<file path="src/rtl/seg_pkg.sv">
// seg_pkg: shared FSM states and seven-segment patterns (bits 6..0 = segments a..g)
package seg_pkg;
  typedef enum logic [1:0] {IDLE, OWN, BLANK} state_e;
  typedef logic [6:0] seg_t;
  localparam seg_t SEG_OFF = 7'b0000000;
  localparam seg_t SEG_0 = 7'b1111110;
  localparam seg_t SEG_1 = 7'b0110000;
  localparam seg_t SEG_2 = 7'b1101101;
  localparam seg_t SEG_3 = 7'b1111001;
  localparam seg_t SEG_4 = 7'b0110011;
  localparam seg_t SEG_5 = 7'b1011011;
  localparam seg_t SEG_6 = 7'b1011111;
  localparam seg_t SEG_7 = 7'b1110000;
  localparam seg_t SEG_8 = 7'b1111111;
  localparam seg_t SEG_9 = 7'b1111011;
  localparam seg_t SEG_A = 7'b1110111;
  localparam seg_t SEG_B = 7'b0011111;
  localparam seg_t SEG_C = 7'b1001110;
  localparam seg_t SEG_D = 7'b0111101;
  localparam seg_t SEG_E = 7'b1001111;
  localparam seg_t SEG_F = 7'b1000111;
endpackage

</file>
<file path="src/rtl/hex7seg_decoder.sv">
// hex7seg_decoder: combinational hex nibble to active-high a..g segment pattern
module hex7seg_decoder
  import seg_pkg::*;
(
  input  logic [3:0] nibble,
  output seg_t       seg
);
  // one pattern per hex digit, lowercase b and d so they differ from 8 and 0
  always_comb begin
    case (nibble)
      4'h0: seg = SEG_0;
      4'h1: seg = SEG_1;
      4'h2: seg = SEG_2;
      4'h3: seg = SEG_3;
      4'h4: seg = SEG_4;
      4'h5: seg = SEG_5;
      4'h6: seg = SEG_6;
      4'h7: seg = SEG_7;
      4'h8: seg = SEG_8;
      4'h9: seg = SEG_9;
      4'hA: seg = SEG_A;
      4'hB: seg = SEG_B;
      4'hC: seg = SEG_C;
      4'hD: seg = SEG_D;
      4'hE: seg = SEG_E;
      4'hF: seg = SEG_F;
      default: seg = SEG_OFF;
    endcase
  end
endmodule

</file>
<file path="src/rtl/seg_display_arbiter.sv">
// seg_display_arbiter: round-robin sharing of the two-digit display with minimum hold and digit scan
module seg_display_arbiter
  import seg_pkg::*;
#(
  parameter int N_REQ       = 2,
  parameter int HOLD_CYC    = 4_194_304,
  parameter int REFRESH_CYC = 2048
) (
  input  logic               clk_i,
  input  logic               rst_ni,
  input  logic [N_REQ-1:0]   req_i,
  input  logic [N_REQ*8-1:0] value_i,
  output logic [N_REQ-1:0]   gnt_o,
  output logic [7:0]         seven_seg_o
);
  localparam int OW = $clog2(N_REQ);
  localparam int HW = HOLD_CYC > 1 ? $clog2(HOLD_CYC) : 1;
  localparam int RW = REFRESH_CYC > 1 ? $clog2(REFRESH_CYC) : 1;
  state_e        state;
  logic [OW-1:0] owner, win;
  logic [HW-1:0] hold;
  logic [RW-1:0] refresh;
  logic          dig_sel, wrap, dig_next, hold_done, others, stay;
  logic [7:0]    own_val;
  seg_t          seg, dec;
  assign wrap      = refresh == RW'(REFRESH_CYC - 1);
  assign dig_next  = dig_sel ^ wrap;
  assign hold_done = hold == HW'(HOLD_CYC - 1);
  assign others    = |(req_i & ~(N_REQ'(1) << owner));
  assign stay      = req_i[owner] && !(hold_done && others);
  assign own_val   = 8'(value_i >> {owner, 3'b000});
  assign seven_seg_o = {seg, dig_sel};
  // decode the nibble for the digit that will be selected after this edge so segments and select stay aligned
  hex7seg_decoder u_dec (
    .nibble(dig_next ? own_val[7:4] : own_val[3:0]),
    .seg   (dec)
  );
  // round-robin pick: scan from farthest to nearest after the last owner so the nearest requester wins
  always_comb begin
    win = owner;
    for (int k = N_REQ; k >= 1; k--)
      if (req_i[OW'((int'(owner) + k) % N_REQ)]) win = OW'((int'(owner) + k) % N_REQ);
  end
  // free-running refresh counter; digit select flips on every wrap
  always_ff @(posedge clk_i) begin
    if (!rst_ni) begin
      refresh <= '0;
      dig_sel <= 1'b0;
    end else begin
      refresh <= wrap ? '0 : refresh + 1'b1;
      dig_sel <= dig_next;
    end
  end
  // ownership FSM with registered grant and segments; owner resets to the last index so requester 0 wins first
  always_ff @(posedge clk_i) begin
    if (!rst_ni) begin
      state <= IDLE;
      owner <= OW'(N_REQ - 1);
      hold  <= '0;
      gnt_o <= '0;
      seg   <= SEG_OFF;
    end else begin
      case (state)
        IDLE, BLANK: begin
          state <= IDLE;
          if (|req_i) begin
            state <= OWN;
            owner <= win;
            hold  <= '0;
            gnt_o <= N_REQ'(1) << win;
          end
        end
        OWN: begin
          hold <= hold_done ? hold : hold + 1'b1;
          if (!stay) begin
            state <= BLANK;
            gnt_o <= '0;
          end
        end
        default: begin
          state <= IDLE;
          gnt_o <= '0;
        end
      endcase
      seg <= (state == OWN && stay) ? dec : SEG_OFF;
    end
  end
endmodule

</file>
<file path="config.mk">
export PLATFORM = sky130hd
export DESIGN_NAME = seg_display_arbiter
export DESIGN_NICKNAME = d
export VERILOG_FILES = /design/src/rtl/seg_pkg.sv /design/src/rtl/hex7seg_decoder.sv /design/src/rtl/seg_display_arbiter.sv
export SDC_FILE = /design/constraint.sdc
export NUM_CORES = 1
export LEC_CHECK = 0
export CAP_MARGIN = 20
export CORE_MARGIN = 5
export CORE_UTILIZATION = 25
export CTS_BUF_LIST = sky130_fd_sc_hd__clkbuf_2 sky130_fd_sc_hd__clkbuf_4 sky130_fd_sc_hd__clkbuf_8
export CTS_CLUSTER_DIAMETER = 200
export DETAILED_ROUTE_END_ITERATION = 10
export MAX_ROUTING_LAYER = met4
export PLACE_DENSITY_LB_ADDON = 0.25
export SLEW_MARGIN = 20
export SYNTH_ARGS = -nofsm -noshare
export SYNTH_HDL_FRONTEND = slang
export SYNTH_SLANG_ARGS = --single-unit
</file>
<file path="constraint.sdc">
create_clock -name clk_i -period 2.1 [get_ports clk_i]
set_input_delay 0.42 -clock clk_i [delete_from_list [all_inputs] [get_ports clk_i]]
set_output_delay 0.42 -clock clk_i [all_outputs]
set_load 0.02 [all_outputs]
</file>
-- Word level (Yosys, flattened, before mapping)
Memory sizes are Yosys's and may differ from the RTL's. A register that Yosys moved wholly into a read port is not among the register bits.
Index checks and enable logic that the tools add are counted.
- register bits after elaboration: 39
- ROM bits: 112
- word-level logic and storage cells: 61
- memories: 1
- memory list (name ; depth ; bits a word ; rd ports ; clocked after Yosys merged registers in ; write ports ; line ; RTL):
    (name not given) ; 16 ; 7 ; 1 ; 1 ; 0 ; hex7seg_decoder.sv:10 ; case (nibble)
- add/subtract/negate cells: 4
- order comparisons: 3
- equality and inequality tests: 7
- shifts and indexed selects: 3
- muxes and demuxes: 18
- bitwise operators: 4
- reduce and logical (&&, ||, !) cells: 15
- operators with widths (operator ; count):
    2-to-1 mux 22 bit ; 2
    one-hot mux 22 bit (2 select lines) ; 1
    adder 22 x 1 -> 22 bit, second input constant ; 1
    equality test 22 bit, second input constant ; 1
    >> shifter 16 x 4 -> 8 bit ; 1
    adder 11 x 1 -> 11 bit, second input constant ; 1
    equality test 11 bit, second input constant ; 1
    2-to-1 mux 1 bit ; 9
    one-hot mux 2 bit (2 select lines) ; 2
    OR reduction 2 bit ; 4
    < comparator 1 x 3 -> 1 bit, second input constant ; 2
    2-to-1 mux 2 bit ; 3
    != test 2 bit, second input constant ; 3
    AND reduction 2 bit ; 3
    2-to-1 mux 4 bit ; 1
    << shifter 1 x 1 -> 2 bit, first input constant ; 2
    logical AND 1 bit ; 3
    AND reduction 3 bit ; 1
    adder 1 bit, second input constant ; 2
    bitwise AND 2 bit ; 1
    equality test 2 x 1 -> 1 bit, second input constant ; 1
    equality test 2 bit, second input constant ; 1
    zero test 1 bit ; 2
    zero test 2 bit ; 1
    other kinds (5) ; 5

-- Longest topological paths before layout
Gate-level depths: netlist (run 1).
- word-level depth: 10
- gate-level depth with buffers: 10
- mapped depth without buffers: 10

-- Hierarchy
Synthesis (run 1) repeated with hierarchy kept, for this count alone.
- cells, all modules: 287
- area total of the unflattened synthesis: 2637.5 um^2
- modules (own cells, without submodules) (module ; times used ; cells each ; area an instance (um^2) ; seq. area each (um^2)):
    seg_display_arbiter ; 1 ; 254 ; 2347.3 ; 920.9
    hex7seg_decoder ; 1 ; 33 ; 290.3 ; 0.0

-- Worst setup path before layout (run 1)
Ideal clock, no wire load.
- kind: register -> register
- from: reg refresh[0]
- to: reg seg[6]
- arrival: 2070 ps
- data required time: 2027 ps
- setup slack: -43 ps
- cell stages (with the launch flop): 10
- period minus slack after synthesis: 2143 ps
- cells stage by stage: dfxtp_1 ha_1 and4_1 nand4_2 a22oi_1 or2_1 inv_1 ha_1 or3_1 a21oi_1
- longest elaborated chain between the ends: 3
- RTL lines (what ; line ; RTL):
    from (decl) ; seg_display_arbiter.sv:22 ; logic [RW-1:0] refresh;
    from (signal assigned) ; seg_display_arbiter.sv:50 ; refresh <= wrap ? '0 : refresh + 1'b1;
    equality test 11 bit ; seg_display_arbiter.sv:26 ; assign wrap = refresh == RW'(REFRESH_CYC - 1);
    bitwise XOR 1 bit ; seg_display_arbiter.sv:27 ; assign dig_next = dig_sel ^ wrap;
    2-to-1 mux 4 bit ; seg_display_arbiter.sv:35 ; .nibble(dig_next ? own_val[7:4] : own_val[3:0]),
    to (decl) ; seg_display_arbiter.sv:25 ; seg_t seg, dec;
Every way passes these cells.
A chain may end at the register's enable or synchronous reset.

-- Worst setup path in the final report (run 1)
- from: reg refresh[1]
- to: reg seg[6]
The elaborated chain is that of the path after synthesis.

==> flow_summary.ini, run 1 <==
[layout]
stdcell_area_um2 = 3600
utilization = 0.353
finalNetCount = 397
antenna_cells = 0
nFillCells = 1074
multiInputGateArea_um2 = 1720
syn2layout_area_growth_pct = 40.0
drive_gt1_frac = 0.255
seq_area_um2 = 925

[routing]
drcViolationCount = 0
ant_nets = 0
num_vias = 2311
drtPass1Iterations = 4
via_per_inst = 4.58
drtIter0Drc = 86
wl_per_cell_um = 12.3
wl_um = 6210

[global_routing]
grt_max_degree = 16
grt_pass1_wl_um = 10300
grt_util_met1 = 0.135
grt_pass1_vias = 2171
use_met2 = 0.156
busiest_layer = met2
use_met3 = 0.0212
grt_usage = 0.102
antenna_found_initial = 0
grt-ovfl-total = 0

[worst_setup_path]
startpoint_type = flip-flop
crit_start = refresh[1]$_SDFF_PP0_
reg2reg_slack_ns = -0.05
crit_fanout = 4
r2r_start = refresh[1]$_SDFF_PP0_
worstPathCellList = ha_4 > nand4_1 > buf_6 > buf_12 > nor4_4 > buf_4 > nor2_4 > mux2i_4 > or3_4 > a21oi_2
worst_path_dominant_cell_family = simple AND/OR/NAND/NOR gates
arrival_ns = 2.38
path_buf_inv = 3
slowest_delay_ns = 0.42
reg2reg_to = seg[6]$_SDFF_PN0_
crit_path_end_kind = flip-flop
critPathSlowestCell = or3_4
r2r.worst_path.cells = 10
cp-endpoint = seg[6]$_SDFF_PN0_
cp.depth = 10
worst-setup-path-type = flip-flop to flip-flop
cp.required_ns = 2.33

[cts]
h-tree-depth = 2
clock-root-buffer = clkbuf_8
clockBufferDepth = 2
path_clk_slew_ns = 0.09
cts_tree = built
clk_latency_ns = 0.30
cts_made_buffers = 5
hold_buffers = 0
cts_num_sinks = 46

[synthesis]
synth_cells = 300
async_flop_share = 0
synth_area_leaders = dfxtp_1 36%, nor2_1 5.3%, xnor2_1 4.8%
synth-warning-count = 0
synth_seq_cells = 46
ys_seq_area_frac = 0.358
synth_top_area_frac = 0.358
yosysUniqueCellTypes = 53
synth_edf_count = 0
yosysTopAreaCell = dfxtp_1
syn_avg_cell_area_um2 = 8.56
ys.flop_type = dfxtp_1
synth_nets = 329
synth.cell_area_um2 = 2570

[worst_hold_path]
hold_path.class = flip-flop to flip-flop

[timing]
final_max_slew_viol_count = 0
hold_viol_final = 0
fin_crit_sh = 1.02
layout_setup_ws_ns = -0.0509
relSlewSlack = 0.688
setup_violations = 2
rsz0062_at_grt = yes
tightest_slew_ns = 0.455
fmax_mhz = 465
skew_ns = 0.00479
period_needed_ns = 2.15

[pwr]
total_power_mw = 2.04
total_leakage_power_nw = 1.32
vdd.ir_drop.worst_mv = 0.231
powerDensity_nw_per_um2 = 567

[die]
row_count = 37
io_pins = 30
dieWidth_um = 111
dieArea_um2 = 12400
core_area_um2 = 10200
initial_core_util = 0.252
chipHeight_um = 111

[place]
gp_congestion = 0.774
place_area_um2 = 3250
place.detailed.hpwl_um = 4590
port_buffers = 29

[status]
violations = setup timing
status = finished, violations left

[run]
max_cap_violations = 0
[cell usage in the layout (no fill, tap or decap), types with 3 or more instances in the layout]
cell / n
and3_1: 5
inv_4: 3
nor3_1: 7
ha_1: 5
mux2i_1: 6
buf_4: 37
nand4_1: 12
nand2_1: 24
xnor2_1: 14
a221oi_2: 3
dfxtp_1: 43
inv_1: 6
nor2_1: 36
nor2b_1: 3
a21oi_1: 12
nand2b_1: 7
dfxtp_2: 3
o21ai_0: 9
ha_4: 4
a22oi_2: 3
clkbuf_8: 6
buf_6: 3
and2_1: 11
or3_1: 3
and4_1: 5
xor2_1: 11
nand3_1: 10
clkdlybuf4s50_1: 29
[state kept, by name (all words and copies together), names as in the netlist]
register	count
seg	7
owner	1
state	2
refresh	11
dig_sel	1
hold	22
gnt_o	2
[tightest hold or removal path: cells and delay by family (launching register included)]
family        cells  cell delay, ns
flops             1            0.34
simple gates      1            0.07
xor+xnor          1            0.07
[metrics by stage]
| stage | hold WS (ns) | setup WS [ns] | setup TNS [ns] | cells |
|---|---|---|---|---|
| 2_1_floorplan | 0.418 | -0.000409 | -0.000409 | 300 |
| 3_3_place_gp | 0.500 | -0.226 | -1.19 | 490 |
| 3_5_place_dp | 0.509 | -0.241 | -1.38 | 490 |
| 4_1_cts | 0.523 | -0.0184 | -0.0422 | 502 |
| 5_1_grt | 0.537 | -0.162 | -0.770 | 505 |
| 6_report | 0.518 | -0.0509 | -0.0599 | 505 |
[power breakdown]
group | internal [mW] | switching, mW | total [mW]
combinational | 0.267 | 0.267 | 0.535
clock | 0.279 | 0.300 | 0.579
sequential | 0.899 | 0.0254 | 0.924
[routing by layer]
metal,vias up,share of wire
met3,9,0.027
li1,1196,-
met4,0,0.017
met1,1077,0.50
met2,29,0.46
met5,-,0
[worst min path at each step]
| stage | start | to | slack [ns] | depth (start not counted) |
|---|---|---|---|---|
| 2_1_floorplan | refresh[0]$_SDFF_PP0_ | refresh[0]$_SDFF_PP0_ | 0.42 | 1 |
| 3_3_place_gp | hold[16]$_SDFFE_PN0P_ | hold[16]$_SDFFE_PN0P_ | 0.50 | 2 |
| 3_5_place_dp | refresh[7]$_SDFF_PP0_ | refresh[7]$_SDFF_PP0_ | 0.51 | 2 |
| 4_1_cts | refresh[7]$_SDFF_PP0_ | refresh[7]$_SDFF_PP0_ | 0.52 | 2 |
| 5_1_grt | refresh[5]$_SDFF_PP0_ | refresh[5]$_SDFF_PP0_ | 0.54 | 2 |
| 6_report | hold[20]$_SDFFE_PN0P_ | hold[20]$_SDFFE_PN0P_ | 0.52 | 2 |
[synth_stat cells, types with 2 or more instances]
cell and count:
dfxtp_1 46, nand2b_1 7, buf_2 2, and4_1 6
xnor2_1 14, nand2_1 24, nor2_1 36, a211oi_1 3
o31ai_1 3, a22oi_1 3, nor2b_1 3, o21a_1 2
nor3_1 9, o211ai_1 2, and3_1 5, nand4_1 12
a21oi_1 13, or3_1 4, o21ai_0 11, buf_6 2
a31oi_1 2, nand3_1 11, inv_1 9, or2_1 2
xor2_1 11, clkbuf_1 5, ha_1 9, a221oi_1 2
mux2i_1 8, and2_1 11
[layout make-up]
class,count,share of cell area
Clock buffer,7,0.0251
Clock inverter,1,0.00139
Inverter,9,0.0115
Multi-Input combinational cell,235,0.479
Sequential cell,46,0.257
Tap cell,136,0.0473
Timing Repair Buffer,71,0.178
[timing repair]
action	in CTS	in global routing
pin swaps	10	10
setup endpoints to repair	7	8
cloned	0	0
setup buffers	4	3
resized for setup	24	20
[kinds of logic after synthesis]
logic type	count (synthesis)	share of synthesized area
xor gates and xnor gates	25	0.0852
AOI/OAI and AO/OA	48	0.132
muxes	10	0.0409
buffers and inverters	19	0.0360
DFF	46	0.358
adders and majority gates	9	0.0438
and+or+nand+nor	143	0.304
Note: power is estimated with default switching activity, not from simulation.
==> run 2, diff against run 1 <==
Settings changed: CTS_BUF_LIST sky130_fd_sc_hd__clkbuf_2 sky130_fd_sc_hd__clkbuf_4 sky130_fd_sc_hd__clkbuf_8 to sky130_fd_sc_hd__clkbuf_4.
==> flow_summary.ini, run 2 (same netlist as run 1, synthesis figures left out) <==
[routing]
ant_nets = 0
via_per_inst = 4.57
wl_per_cell_um = 12.0
num_vias = 2305
drcViolationCount = 0
drtPass1Iterations = 4
wl_um = 6050
drtIter0Drc = 79

[layout]
syn2layout_area_growth_pct = 38.0
finalNetCount = 396
top_register = hold
post_layout_nonfiller_instances = 504
antenna_cells = 0
utilization = 0.348
largestRegisters = hold: 22 flops, refresh: 11 flops, seg: 7 flops
layout_commonest_cell = dfxtp_1
drive_gt1_frac = 0.250
stdcell_area_um2 = 3550
layout_common_cells = 43 x dfxtp_1, 36 x nor2_1, 36 x buf_4
largest_register_ffs = 22
nFillCells = 1080

[global_routing]
grt_usage = 0.101
grt_pass1_wl_um = 10300
grt_pass1_vias = 2188
grt-ovfl-total = 0
antenna_found_initial = 0
grt_max_degree = 16

[die]
initial_core_util = 0.252
core_area_um2 = 10200
chipHeight_um = 111
dieWidth_um = 111
io_pins = 30
row_count = 37
dieArea_um2 = 12400

[pwr]
total_leakage_power_nw = 1.30
total_power_mw = 1.87
vdd.ir_drop.worst_mv = 0.286
powerDensity_nw_per_um2 = 526

[cts]
clk_latency_ns = 0.36
cts_tree = built
cts_num_sinks = 46
h-tree-depth = 2
clock-root-buffer = clkbuf_4
hold_buffers = 0
clockBufferDepth = 2
cts_made_buffers = 5
path_clk_slew_ns = 0.13

[place]
gp_congestion = 0.774
dpl.cell_count = 490
pre_cts_slack_ns = -0.241
port_buffers = 29
place.detailed.hpwl_um = 4590
place_area_um2 = 3250

[worst_setup_path]
crit_fanout = 4
crit_path_end_kind = flip-flop
arrival_ns = 2.45
startpoint_type = flip-flop
worst-setup-path-type = flip-flop to flip-flop
cp.required_ns = 2.39

[timing]
tightest_slew_ns = 0.458
hold_viol_final = 0
relSlewSlack = 0.686
fin_crit_sh = 1.03
skew_ns = 0.0144
fmax_mhz = 464
final_max_slew_viol_count = 0
layout_setup_ws_ns = -0.0550
rsz0062_at_grt = yes
whs_ns = 0.526
setup_violations = 1
period_needed_ns = 2.15
tns_ns = -0.0550

[status]
violations = setup timing
status = finished, violations left

[run]
max_cap_violations = 0

[worst_hold_path]
hold_path.class = flip-flop to flip-flop
-- run 2: path summary, 6_finish.rpt --
| kind | start | end | slack [ns] | cells after the start |
|---|---|---|---|---|
| max | refresh[0]$_SDFF_PP0_ | seg[6]$_SDFF_PN0_ | -0.05 | 10 |
| max reg2reg | refresh[0]$_SDFF_PP0_ | seg[6]$_SDFF_PN0_ | -0.05 | 10 |
| min reg2reg | refresh[7]$_SDFF_PP0_ | refresh[7]$_SDFF_PP0_ | 0.53 | 2 |
| min | refresh[7]$_SDFF_PP0_ | refresh[7]$_SDFF_PP0_ | 0.53 | 2 |
-- run 2: final cells by class --
| cell class | count | area, um2 | share of cell area |
|---|---|---|---|
| well taps | 136 | 170 | 0.0480 |
| inverters | 9 | 41.3 | 0.0116 |
| multi-input cells | 235 | 1720 | 0.486 |
| repair buffers | 70 | 634 | 0.179 |
| clock inverters | 2 | 8.76 | 0.00247 |
| flip-flops and latches | 46 | 925 | 0.261 |
| clock buffers | 6 | 45.0 | 0.0127 |
-- run 2: power breakdown --
| part | internal [mW] | leakage (nW) | total [mW] | switching [mW] |
|---|---|---|---|---|
| Clock | 0.139 | 0.0331 | 0.420 | 0.280 |
| Combinational | 0.261 | 0.891 | 0.521 | 0.260 |
| Sequential | 0.900 | 0.374 | 0.924 | 0.0248 |
-- run 2: routing by layer --
layer	GRT usage	up-vias	routed length (um)
met1	0.136	1075	3050
met2	0.155	29	2760
met5	-	-	0
met4	0.0284	0	72
li1	-	1196	-
met3	0.0212	5	177
-- run 2: worst max-delay path, cell delays in order (launching register included) --
cell and delay, ns:
dfxtp_2 0.38, ha_4 0.14, nand4_1 0.11, buf_6 0.15, buf_12 0.11, nor4_4 0.23, buf_4 0.18, nor2_4 0.05
mux2i_4 0.20, or3_4 0.41, a21oi_2 0.14
-- run 2: what timing repair did --
action                     4_1_cts  5_1_grt
pin swaps                        9       13
buffers inserted                 4        2
setup endpoints to repair        7        9
gates resized for setup         27       18
